===== src/rtl/mem_init_pkg.sv =====
`default_nettype none
// ============================================================================
//  Module      : mem_init_pkg
//  Description : Shared types and helpers for the memory-initialisation
//                sequencer (data modes, FSM states, index sizing).
//  Revision    : 1.0  initial release
// ============================================================================
package mem_init_pkg;

    // Data pattern selected at start of a run
    typedef enum logic [1:0] {
        MODE_IDENTITY = 2'd0,
        MODE_FILL     = 2'd1,
        MODE_REVERSE  = 2'd2,
        MODE_AFFINE   = 2'd3
    } init_mode_t;

    // Sequencer control states
    typedef enum logic [1:0] {
        S_IDLE  = 2'd0,
        S_WRITE = 2'd1,
        S_DONE  = 2'd2
    } state_t;

    // Index width able to represent the value DEPTH itself, so that the
    // "last index + 1" computation never wraps.
    function automatic int idx_width(input int depth);
        return (depth < 1) ? 1 : $clog2(depth + 1);
    endfunction

endpackage : mem_init_pkg
`default_nettype wire


===== src/rtl/init_data_gen.sv =====
`default_nettype none
// ============================================================================
//  Module      : init_data_gen
//  Description : Write-data generator for mem_init_seq. Produces the data
//                word for the next presented write (either the first word of
//                a run or the word following a taken write) and keeps the
//                running accumulator used by the affine mode.
//  Revision    : 1.0  initial release
// ============================================================================
module init_data_gen
    import mem_init_pkg::*;
#(
    parameter int DATA_W = 8,
    parameter int DEPTH  = 256,
    parameter int IDX_W  = 9
) (
    input  logic              clk,
    input  logic              rst,
    input  logic              start_i,   // run accepted this edge
    input  logic              take_i,    // presented write taken this edge
    input  logic [1:0]        mode_i,    // effective mode for the next word
    input  logic [DATA_W-1:0] seed_i,    // effective seed for the next word
    input  logic [DATA_W-1:0] step_i,    // latched affine increment
    input  logic [IDX_W-1:0]  idx_i,     // index of the next word
    output logic [DATA_W-1:0] data_o     // data of the next word
);

    localparam logic [IDX_W-1:0] c_LAST = IDX_W'(DEPTH - 1);

    logic [DATA_W-1:0] acc_q;
    logic [DATA_W-1:0] acc_d;
    logic [IDX_W-1:0]  w_rev;

    // Accumulator tracks seed + i*step for the word currently presented;
    // reload on accept, advance by step on every taken write.
    always_comb begin
        acc_d = acc_q;
        if (start_i) begin
            acc_d = seed_i;
        end else if (take_i) begin
            acc_d = acc_q + step_i;
        end
    end

    // Accumulator register
    always_ff @(posedge clk) begin
        if (rst) begin
            acc_q <= '0;
        end else begin
            acc_q <= acc_d;
        end
    end

    // Index never exceeds DEPTH-1 when used, so this subtraction cannot wrap
    assign w_rev = c_LAST - idx_i;

    // Select the next data word by mode; all results truncate to DATA_W
    always_comb begin
        data_o = '0;
        case (init_mode_t'(mode_i))
            MODE_IDENTITY: data_o = DATA_W'(idx_i);
            MODE_FILL:     data_o = seed_i;
            MODE_REVERSE:  data_o = DATA_W'(w_rev);
            MODE_AFFINE:   data_o = acc_d;
            default:       data_o = '0;
        endcase
    end

endmodule : init_data_gen
`default_nettype wire


===== src/rtl/mem_init_seq.sv =====
`default_nettype none
// ============================================================================
//  Module      : mem_init_seq
//  Description : Parametrised memory-initialisation sequencer. After an
//                accepted start it presents DEPTH consecutive writes
//                (address 0..DEPTH-1) with data chosen by mode, honours
//                write back-pressure and pulses done after the last write.
//  Revision    : 1.0  initial release
// ============================================================================
module mem_init_seq
    import mem_init_pkg::*;
#(
    parameter int ADDR_W = 8,
    parameter int DATA_W = 8,
    parameter int DEPTH  = 256
) (
    input  logic              clk,
    input  logic              rst,
    input  logic              en_i,
    output logic              rdy_o,
    input  logic [1:0]        mode_i,
    input  logic [DATA_W-1:0] seed_i,
    input  logic [DATA_W-1:0] step_i,
    input  logic              stall_i,
    output logic [ADDR_W-1:0] addr_o,
    output logic [DATA_W-1:0] wrdata_o,
    output logic              wren_o,
    output logic              done_o
);

    localparam int               IDX_W  = idx_width(DEPTH);
    localparam logic [IDX_W-1:0] c_LAST = IDX_W'(DEPTH - 1);

    // ------------------------------------------------------------------
    // State and output registers
    // ------------------------------------------------------------------
    state_t            state_q,  state_d;
    logic [IDX_W-1:0]  idx_q,    idx_d;
    logic [1:0]        mode_q,   mode_d;
    logic [DATA_W-1:0] seed_q,   seed_d;
    logic [DATA_W-1:0] step_q,   step_d;
    logic [ADDR_W-1:0] addr_q,   addr_d;
    logic [DATA_W-1:0] wrdata_q, wrdata_d;
    logic              wren_q,   wren_d;
    logic              done_q,   done_d;
    logic              rdy_q,    rdy_d;

    // ------------------------------------------------------------------
    // Handshake strobes
    // ------------------------------------------------------------------
    logic              w_accept;
    logic              w_take;
    logic              w_last;
    logic [IDX_W-1:0]  w_idx_nxt;
    logic [1:0]        w_gen_mode;
    logic [DATA_W-1:0] w_gen_seed;
    logic [DATA_W-1:0] w_gen_data;

    // rdy is high exactly in IDLE and DONE, so it doubles as the accept gate
    assign w_accept  = en_i && rdy_q;
    assign w_take    = (state_q == S_WRITE) && wren_q && !stall_i;
    assign w_last    = (idx_q == c_LAST);

    // On accept the generator sees the raw inputs and index 0; otherwise the
    // latched run configuration and the index following the current one.
    assign w_idx_nxt  = w_accept ? '0     : (idx_q + 1'b1);
    assign w_gen_mode = w_accept ? mode_i : mode_q;
    assign w_gen_seed = w_accept ? seed_i : seed_q;

    init_data_gen #(
        .DATA_W (DATA_W),
        .DEPTH  (DEPTH),
        .IDX_W  (IDX_W)
    ) u_data_gen (
        .clk     (clk),
        .rst     (rst),
        .start_i (w_accept),
        .take_i  (w_take),
        .mode_i  (w_gen_mode),
        .seed_i  (w_gen_seed),
        .step_i  (step_q),
        .idx_i   (w_idx_nxt),
        .data_o  (w_gen_data)
    );

    // Next-state and registered-output logic for the IDLE/WRITE/DONE FSM
    always_comb begin
        state_d  = state_q;
        idx_d    = idx_q;
        mode_d   = mode_q;
        seed_d   = seed_q;
        step_d   = step_q;
        addr_d   = addr_q;
        wrdata_d = wrdata_q;
        wren_d   = wren_q;
        done_d   = 1'b0;
        rdy_d    = rdy_q;

        case (state_q)
            S_IDLE, S_DONE: begin
                state_d = S_IDLE;
                rdy_d   = 1'b1;
                wren_d  = 1'b0;
                if (w_accept) begin
                    state_d  = S_WRITE;
                    mode_d   = mode_i;
                    seed_d   = seed_i;
                    step_d   = step_i;
                    idx_d    = '0;
                    addr_d   = '0;
                    wrdata_d = w_gen_data;
                    wren_d   = 1'b1;
                    rdy_d    = 1'b0;
                end
            end

            S_WRITE: begin
                // A stalled cycle leaves every output register untouched
                if (w_take) begin
                    if (w_last) begin
                        state_d = S_DONE;
                        wren_d  = 1'b0;
                        done_d  = 1'b1;
                        rdy_d   = 1'b1;
                    end else begin
                        idx_d    = w_idx_nxt;
                        addr_d   = ADDR_W'(w_idx_nxt);
                        wrdata_d = w_gen_data;
                    end
                end
            end

            default: begin
                state_d = S_IDLE;
                wren_d  = 1'b0;
                rdy_d   = 1'b1;
            end
        endcase
    end

    // State and output registers with synchronous reset
    always_ff @(posedge clk) begin
        if (rst) begin
            state_q  <= S_IDLE;
            idx_q    <= '0;
            mode_q   <= '0;
            seed_q   <= '0;
            step_q   <= '0;
            addr_q   <= '0;
            wrdata_q <= '0;
            wren_q   <= 1'b0;
            done_q   <= 1'b0;
            rdy_q    <= 1'b1;
        end else begin
            state_q  <= state_d;
            idx_q    <= idx_d;
            mode_q   <= mode_d;
            seed_q   <= seed_d;
            step_q   <= step_d;
            addr_q   <= addr_d;
            wrdata_q <= wrdata_d;
            wren_q   <= wren_d;
            done_q   <= done_d;
            rdy_q    <= rdy_d;
        end
    end

    assign rdy_o    = rdy_q;
    assign addr_o   = addr_q;
    assign wrdata_o = wrdata_q;
    assign wren_o   = wren_q;
    assign done_o   = done_q;

endmodule : mem_init_seq
`default_nettype wire


===== config.mk =====
export PLATFORM = sky130hd
export DESIGN_NAME = mem_init_seq
export DESIGN_NICKNAME = d
export VERILOG_FILES = /design/src/rtl/mem_init_pkg.sv /design/src/rtl/init_data_gen.sv /design/src/rtl/mem_init_seq.sv
export SDC_FILE = /design/constraint.sdc
export NUM_CORES = 1
export LEC_CHECK = 0
export ABC_AREA = 1
export BUFFER_PORTS_ARGS = -buffer_cell sky130_fd_sc_hd__buf_4
export CAP_MARGIN = 20
export CORE_MARGIN = 2
export CORE_UTILIZATION = 50
export CTS_CLUSTER_SIZE = 24
export DETAILED_ROUTE_END_ITERATION = 6
export HOLD_SLACK_MARGIN = 0.05
export PLACE_DENSITY = 0.8
export SLEW_MARGIN = 20
export SYNTH_ARGS = -nofsm -noshare
export SYNTH_HDL_FRONTEND = slang
export SYNTH_SLANG_ARGS = --single-unit

===== constraint.sdc =====
create_clock -name clk -period 2.3 [get_ports clk]
set_input_delay 0.46 -clock clk [delete_from_list [all_inputs] [get_ports clk]]
set_output_delay 0.46 -clock clk [all_outputs]
set_load 0.02 [all_outputs]

Word-level counts from Yosys, hierarchy flattened
Cells that the tools add are included.
{"block": "totals", "latchBits": 0, "romBits": 0, "input_bits": 22, "ff_bits": 56, "output_inout_bits": 19, "mem_bits_rw": 0, "mem_count": 0, "elab_cells": 69}
{"block": "op_classes", "n_eq_ne": 10, "shift": 0, "div": 0, "n_lt_le_gt_ge": 0, "n_reduce_logical": 12, "n_bitwise": 2, "muxes": 31, "add_sub_neg": 3, "mul": 0}
{"cell": "$mux W8", "n": 9}
{"cell": "$mux W9", "n": 4}
{"cell": "$pmux W8 S2", "n": 2}
{"cell": "$pmux W8 S4", "n": 1}
{"cell": "$pmux W9 S2", "n": 1}
{"cell": "$add A9 B1 Y9 const B", "n": 1}
{"cell": "$eq A9 B8 Y1 const B", "n": 1}
{"cell": "$add A8 B8 Y8", "n": 1}
{"cell": "$mux W1", "n": 8}
{"cell": "$sub A8 B8 Y8 const A", "n": 1}
{"cell": "$eq A2 B2 Y1 const B", "n": 3}
{"cell": "$mux W2", "n": 3}
{"cell": "$ne A2 B2 Y1 const B", "n": 3}
{"cell": "$eq A2 B1 Y1 const B", "n": 2}
{"cell": "$logic_not A2 Y1", "n": 2}
{"cell": "$pmux W1 S2", "n": 2}
{"cell": "$pmux W2 S2", "n": 1}
{"cell": "$reduce_and A2 Y1", "n": 2}
{"cell": "$reduce_and A4 Y1", "n": 1}
{"cell": "$logic_and A1 B1 Y1", "n": 3}
{"cell": "$reduce_or A3 Y1", "n": 1}
{"cell": "$ne A2 B1 Y1 const B", "n": 1}
{"cell": "$not A1 Y1", "n": 2}
{"cell": "$reduce_bool A2 Y1", "n": 1}
{"cell": "2 further kinds", "n": 2}

Logic depth before layout (Yosys ltp)
{"block": "logic_depth", "word_depth": 9, "ltp_mapped": 14, "depth_no_buf": 13}

Modules after synthesis
A second synthesis with hierarchy kept.
{"block": "unflattened", "cells_unflattened": 423, "area_unflattened_um2": 2772.7}
{"module": "mem_init_seq", "area_each_um2": 1816.7, "cells_per_inst": 262, "seq_area_each_um2": 800.8, "instances": 1}
{"module": "init_data_gen", "area_each_um2": 955.9, "cells_per_inst": 161, "seq_area_each_um2": 160.2, "instances": 1}

Worst setup path before layout
OpenSTA, ideal clock, no wires.
{"block": "synth_timing", "kind": "register -> register", "startpoint": "reg idx_q[0]", "endpoint": "reg wrdata_q[2], in the netlist wrdata_o[2]", "stages_incl_launch_ff": 13, "synth_period_minus_slack_ps": 2004, "path_buffers": 1, "setup_slack_ps": 296, "required_ps": 2178, "arrival_time_ps": 1882, "setup_time_ps": 122, "path_cell_list": "dfxtp_1 -> ha_1 -> nand3_1 -> nor2_1 -> nand3_1 -> nor2_1 -> ha_1 -> nor2_4 -> nor2_2 -> inv_1 -> buf_2 -> o21ai_0 -> a21oi_2"}
{"block": "synth_between", "word_cells_on_any_way": 11, "classes_between": "2 x add/sub; 2 x eq/ne; 6 x mux; 1 x reduce/logical"}
{"element": "from (decl)", "line_no": "mem_init_seq.sv:38", "text": "logic [IDX_W-1:0] idx_q, idx_d;"}
{"element": "from (signal assigned)", "line_no": "mem_init_seq.sv:156", "text": "idx_q <= idx_d;"}
{"element": "$eq A9 B8 Y1", "line_no": "mem_init_seq.sv:62", "text": "assign w_last = (idx_q == c_LAST);"}
{"element": "via w_last", "line_no": "mem_init_seq.sv:53", "text": "logic w_last;"}
{"element": "$ne A2 B2 Y1 (no line)"}
{"element": "$reduce_and A4 Y1 (no line)"}
{"element": "to (signal assigned)", "line_no": "mem_init_seq.sv:161", "text": "wrdata_q <= wrdata_d;"}
{"element": "to (decl)", "line_no": "mem_init_seq.sv:43", "text": "logic [DATA_W-1:0] wrdata_q, wrdata_d;"}
The timed path passes the listed nets, and every way through them passes these cells. The select of a mux whose other input is x is not followed.
A chain may end at the register's enable or synchronous reset.

Final worst setup path
{"block": "layout_timing", "startpoint": "reg idx_q[1]", "endpoint": "reg idx_q[8]"}
{"block": "layout_between", "word_cells_on_any_way": 8, "classes_between": "1 x add/sub; 2 x eq/ne; 4 x mux; 1 x reduce/logical"}
{"element": "$eq A9 B8 Y1", "line_no": "mem_init_seq.sv:62"}
{"element": "via w_last", "line_no": "mem_init_seq.sv:53"}
{"element": "$ne A2 B2 Y1 (no line)"}
{"element": "$reduce_and A4 Y1 (no line)"}
The timed path passes the listed nets, and every way through them passes these cells. The select of a mux whose other input is x is not followed.

==> flow_summary.toml <==
[status]
outcome = "finished, final reports clean"

[sta]
slew_headroom_pct = 70.1
setup-violations-final = 0
grt_setup_unrepaired = "no"
timing.final.crit_share_pct = 88.4
worst_pin_slew_ns = 0.447
fmax_mhz = 492
period_needed_ns = 2.03
skew_ns = 0.00244
holdWs_ns = 0.377
tns_ns = 0
hold_viol_final = 0
drv_slew = 0

[grt]
grt_pass1_vias = 2419
use_met1_pct = 28.0
grt_max_degree = 24
grt_pass1_wl_um = 10700
gr-total-overflow = 0
grt_use_met3_pct = 3.91
busiest_layer = "met2"
gr-usage-met2_pct = 36.9
antenna_found_initial = 0
grtUsageTotal_pct = 21.8

[clocking]
clock_sinks = 48
postCtsHoldBufs = 0
cts_resized = 0
cts_buffer_depth = 2
htreeDepth = 2
clk_latency_ns = 0.30
cts_root_buffer = "clkbuf_8"
postCtsSetupBuffers = 0
cts_tree = "done"
cts_buffers = 5
clk_pin_slew_ns = 0.08

[power_and_ir_drop]
p_comb_share_pct = 27.8
cellPowerDensity_nw_per_um2 = 620
p_int_w = 0.00130
p_sw_share_pct = 32.8
power.leakage_nw = 1.48
p_clk_share_pct = 23.6
ir_drop_uv = 364
p_seq_share_pct = 48.6
p_sw_w = 0.000637

[synthesis]
seq_area_frac_synth_pct = 34.9
ys_ff_latch = 48
ys_types = 33
synth_area_leaders = "dfxtp_1, nand2_1, nor2_1"
ys_warn_count = 0
syn_avg_cell_area_um2 = 6.64
syn_inst = 415
synth_top_cell_area_share_pct = 34.9
synth_fp_nets = 447
synth_top_area_cell = "dfxtp_1"
syn-cell-area_um2 = 2760

[routing]
firstDrtPassIters = 5
wl_um = 6320
wire_per_inst_um = 12.3
drt_iter0_drc = 190
drc = 0
viasPerCell = 5.25
ant_nets = 0
vias = 2711

[final_layout]
area_growth_pct = 13.4
drive_gt1_share_pct = 16.9
n_fill_cell = 537
antenna_cells = 0
regArea_um2 = 961
multi_input_area_um2 = 1500
stdcell_area_um2 = 3120
final_nets = 478

[setup_path]
critPathLaunchType = "register"
crit_fanout = 10
arrival_ns = 2.26
cp-end-kind = "register"
cp.required_ns = 2.52
crit_type = "reg -> reg"

[die]
die_y_um = 78.2
rows = 27
fp.dieW_um = 78.2
ioPinCount = 41
initial_core_util_pct = 51.0
core_region_area_um2 = 5410
dieArea_um2 = 6120

[min_path]
hold_path.class = "in -> reg"

[place]
portBuffers = 40
dpl-instance-area_um2 = 3050
place_congestion = 0.936
dp_hpwl_um = 4790

[job]
drv_cap = 0
==> power groups by stage <==
stage	Sequential, W	Combinational, W	Clock (W)
final	0.000942	0.000539	0.000457
after detailed placement	0.000961	0.000533	0
after CTS	0.000942	0.000535	0.000471
after global placement	0.000959	0.000520	0
after floorplan	0.000981	0.000363	0
after global routing	0.000950	0.000611	0.000505
==> registers in the layout, summed over array words and instances (netlist names) <==
signal / flops
done_o: 1
idx_q: 9
mode_q: 2
rdy_o: 1
seed_q: 8
state_q: 2
step_q: 8
u_data_gen.acc_q: 8
wrdata_o: 8
wren_o: 1
==> cell usage in the layout (no fill, tap or decap), types with 2 or more instances in the layout <==
master	n
nand2_1	108
nor2_1	64
dfxtp_1	48
buf_4	47
o21ai_0	39
inv_1	33
a21oi_1	26
nand3_1	21
nand4_1	10
ha_1	9
o21ai_1	5
clkbuf_8	5
inv_2	4
nor2_4	4
or2_2	3
nand2_2	2
inv_4	2
a21oi_2	2
==> per-layer routing <==
metal  part of all wire (%)  vias up  wire [um]
met4                    1.7        0        105
met5                      0        -          0
met3                    6.3       10        396
met2                     47       71       2940
met1                     45     1242       2880
li1                       -     1388          -
==> metrics by stage <==
step	utilization (%)	std cells	power, W	worst slack, ns
final	57.8	516	0.00194	0.267
after detailed placement	56.4	511	0.00149	0.139
after global placement	56.4	511	0.00148	0.237
after floorplan	-	415	0.00134	0.296
after CTS	57.7	516	0.00195	0.118
after global routing	57.8	516	0.00207	0.000879
==> final cells by class <==
type / instances / area share [%]
Multi-Input combinational cell: 305 / 48.0
Clock buffer: 5 / 2.20
Inverter: 39 / 4.85
Tap cell: 72 / 2.88
Sequential cell: 48 / 30.8
Timing Repair Buffer: 47 / 11.3
==> worst paths after layout <==
path | endpoint | startpoint | cells past startpoint | slack (ns)
max | idx_q[8] | idx_q[1] | 11 | 0.27
max reg2reg | idx_q[8] | idx_q[1] | 11 | 0.27
min reg2reg | idx_q[8] | idx_q[8] | 2 | 0.49
min | step_q[7] | step_i[7] | 3 | 0.38
==> worst max-delay path: stages (launching register included) <==
cell      delay (ns)
dfxtp_1         0.38
ha_1            0.20
nand3_1         0.10
nor2_1          0.14
nand3_1         0.14
nor2_1          0.11
ha_1            0.23
nor2_4          0.10
nor2_4          0.15
buf_4           0.20
nor2_1          0.06
a211oi_1        0.15
==> cells in the mapped netlist <==
master    count
nor2_1       64
o21ai_4       1
a22o_1        1
o21ai_2       1
inv_2         3
a21oi_2       2
nor2_2        2
inv_4         2
nand4_1      10
buf_1         1
nand2_2       2
nand3_1      21
nand2_1     108
nor2_4        3
nor3_1        1
o221a_2       1
ha_1          9
a211oi_1      1
buf_2         7
buf_4        10
or2_1         1
o21ai_0      39
clkbuf_1      3
o21ai_1       5
dfxtp_1      48
inv_1        34
a21oi_1      26
or2_2         3
nand2_4       1
buf_6         2
nor2_8        1
xnor2_1       1
fa_1          1
==> logic make-up after synthesis <==
| family | Yosys count | share of synthesized area [%] |
|---|---|---|
| AOI/OAI and AO/OA | 77 | 15.3 |
| xor gates and xnor gates | 1 | 0.318 |
| DFF | 48 | 34.9 |
| buffers and inverters | 62 | 10.9 |
| and+or+nand+nor | 217 | 33.9 |
| adders and majority gates | 10 | 4.81 |
Power figures use the tool's default switching activity.
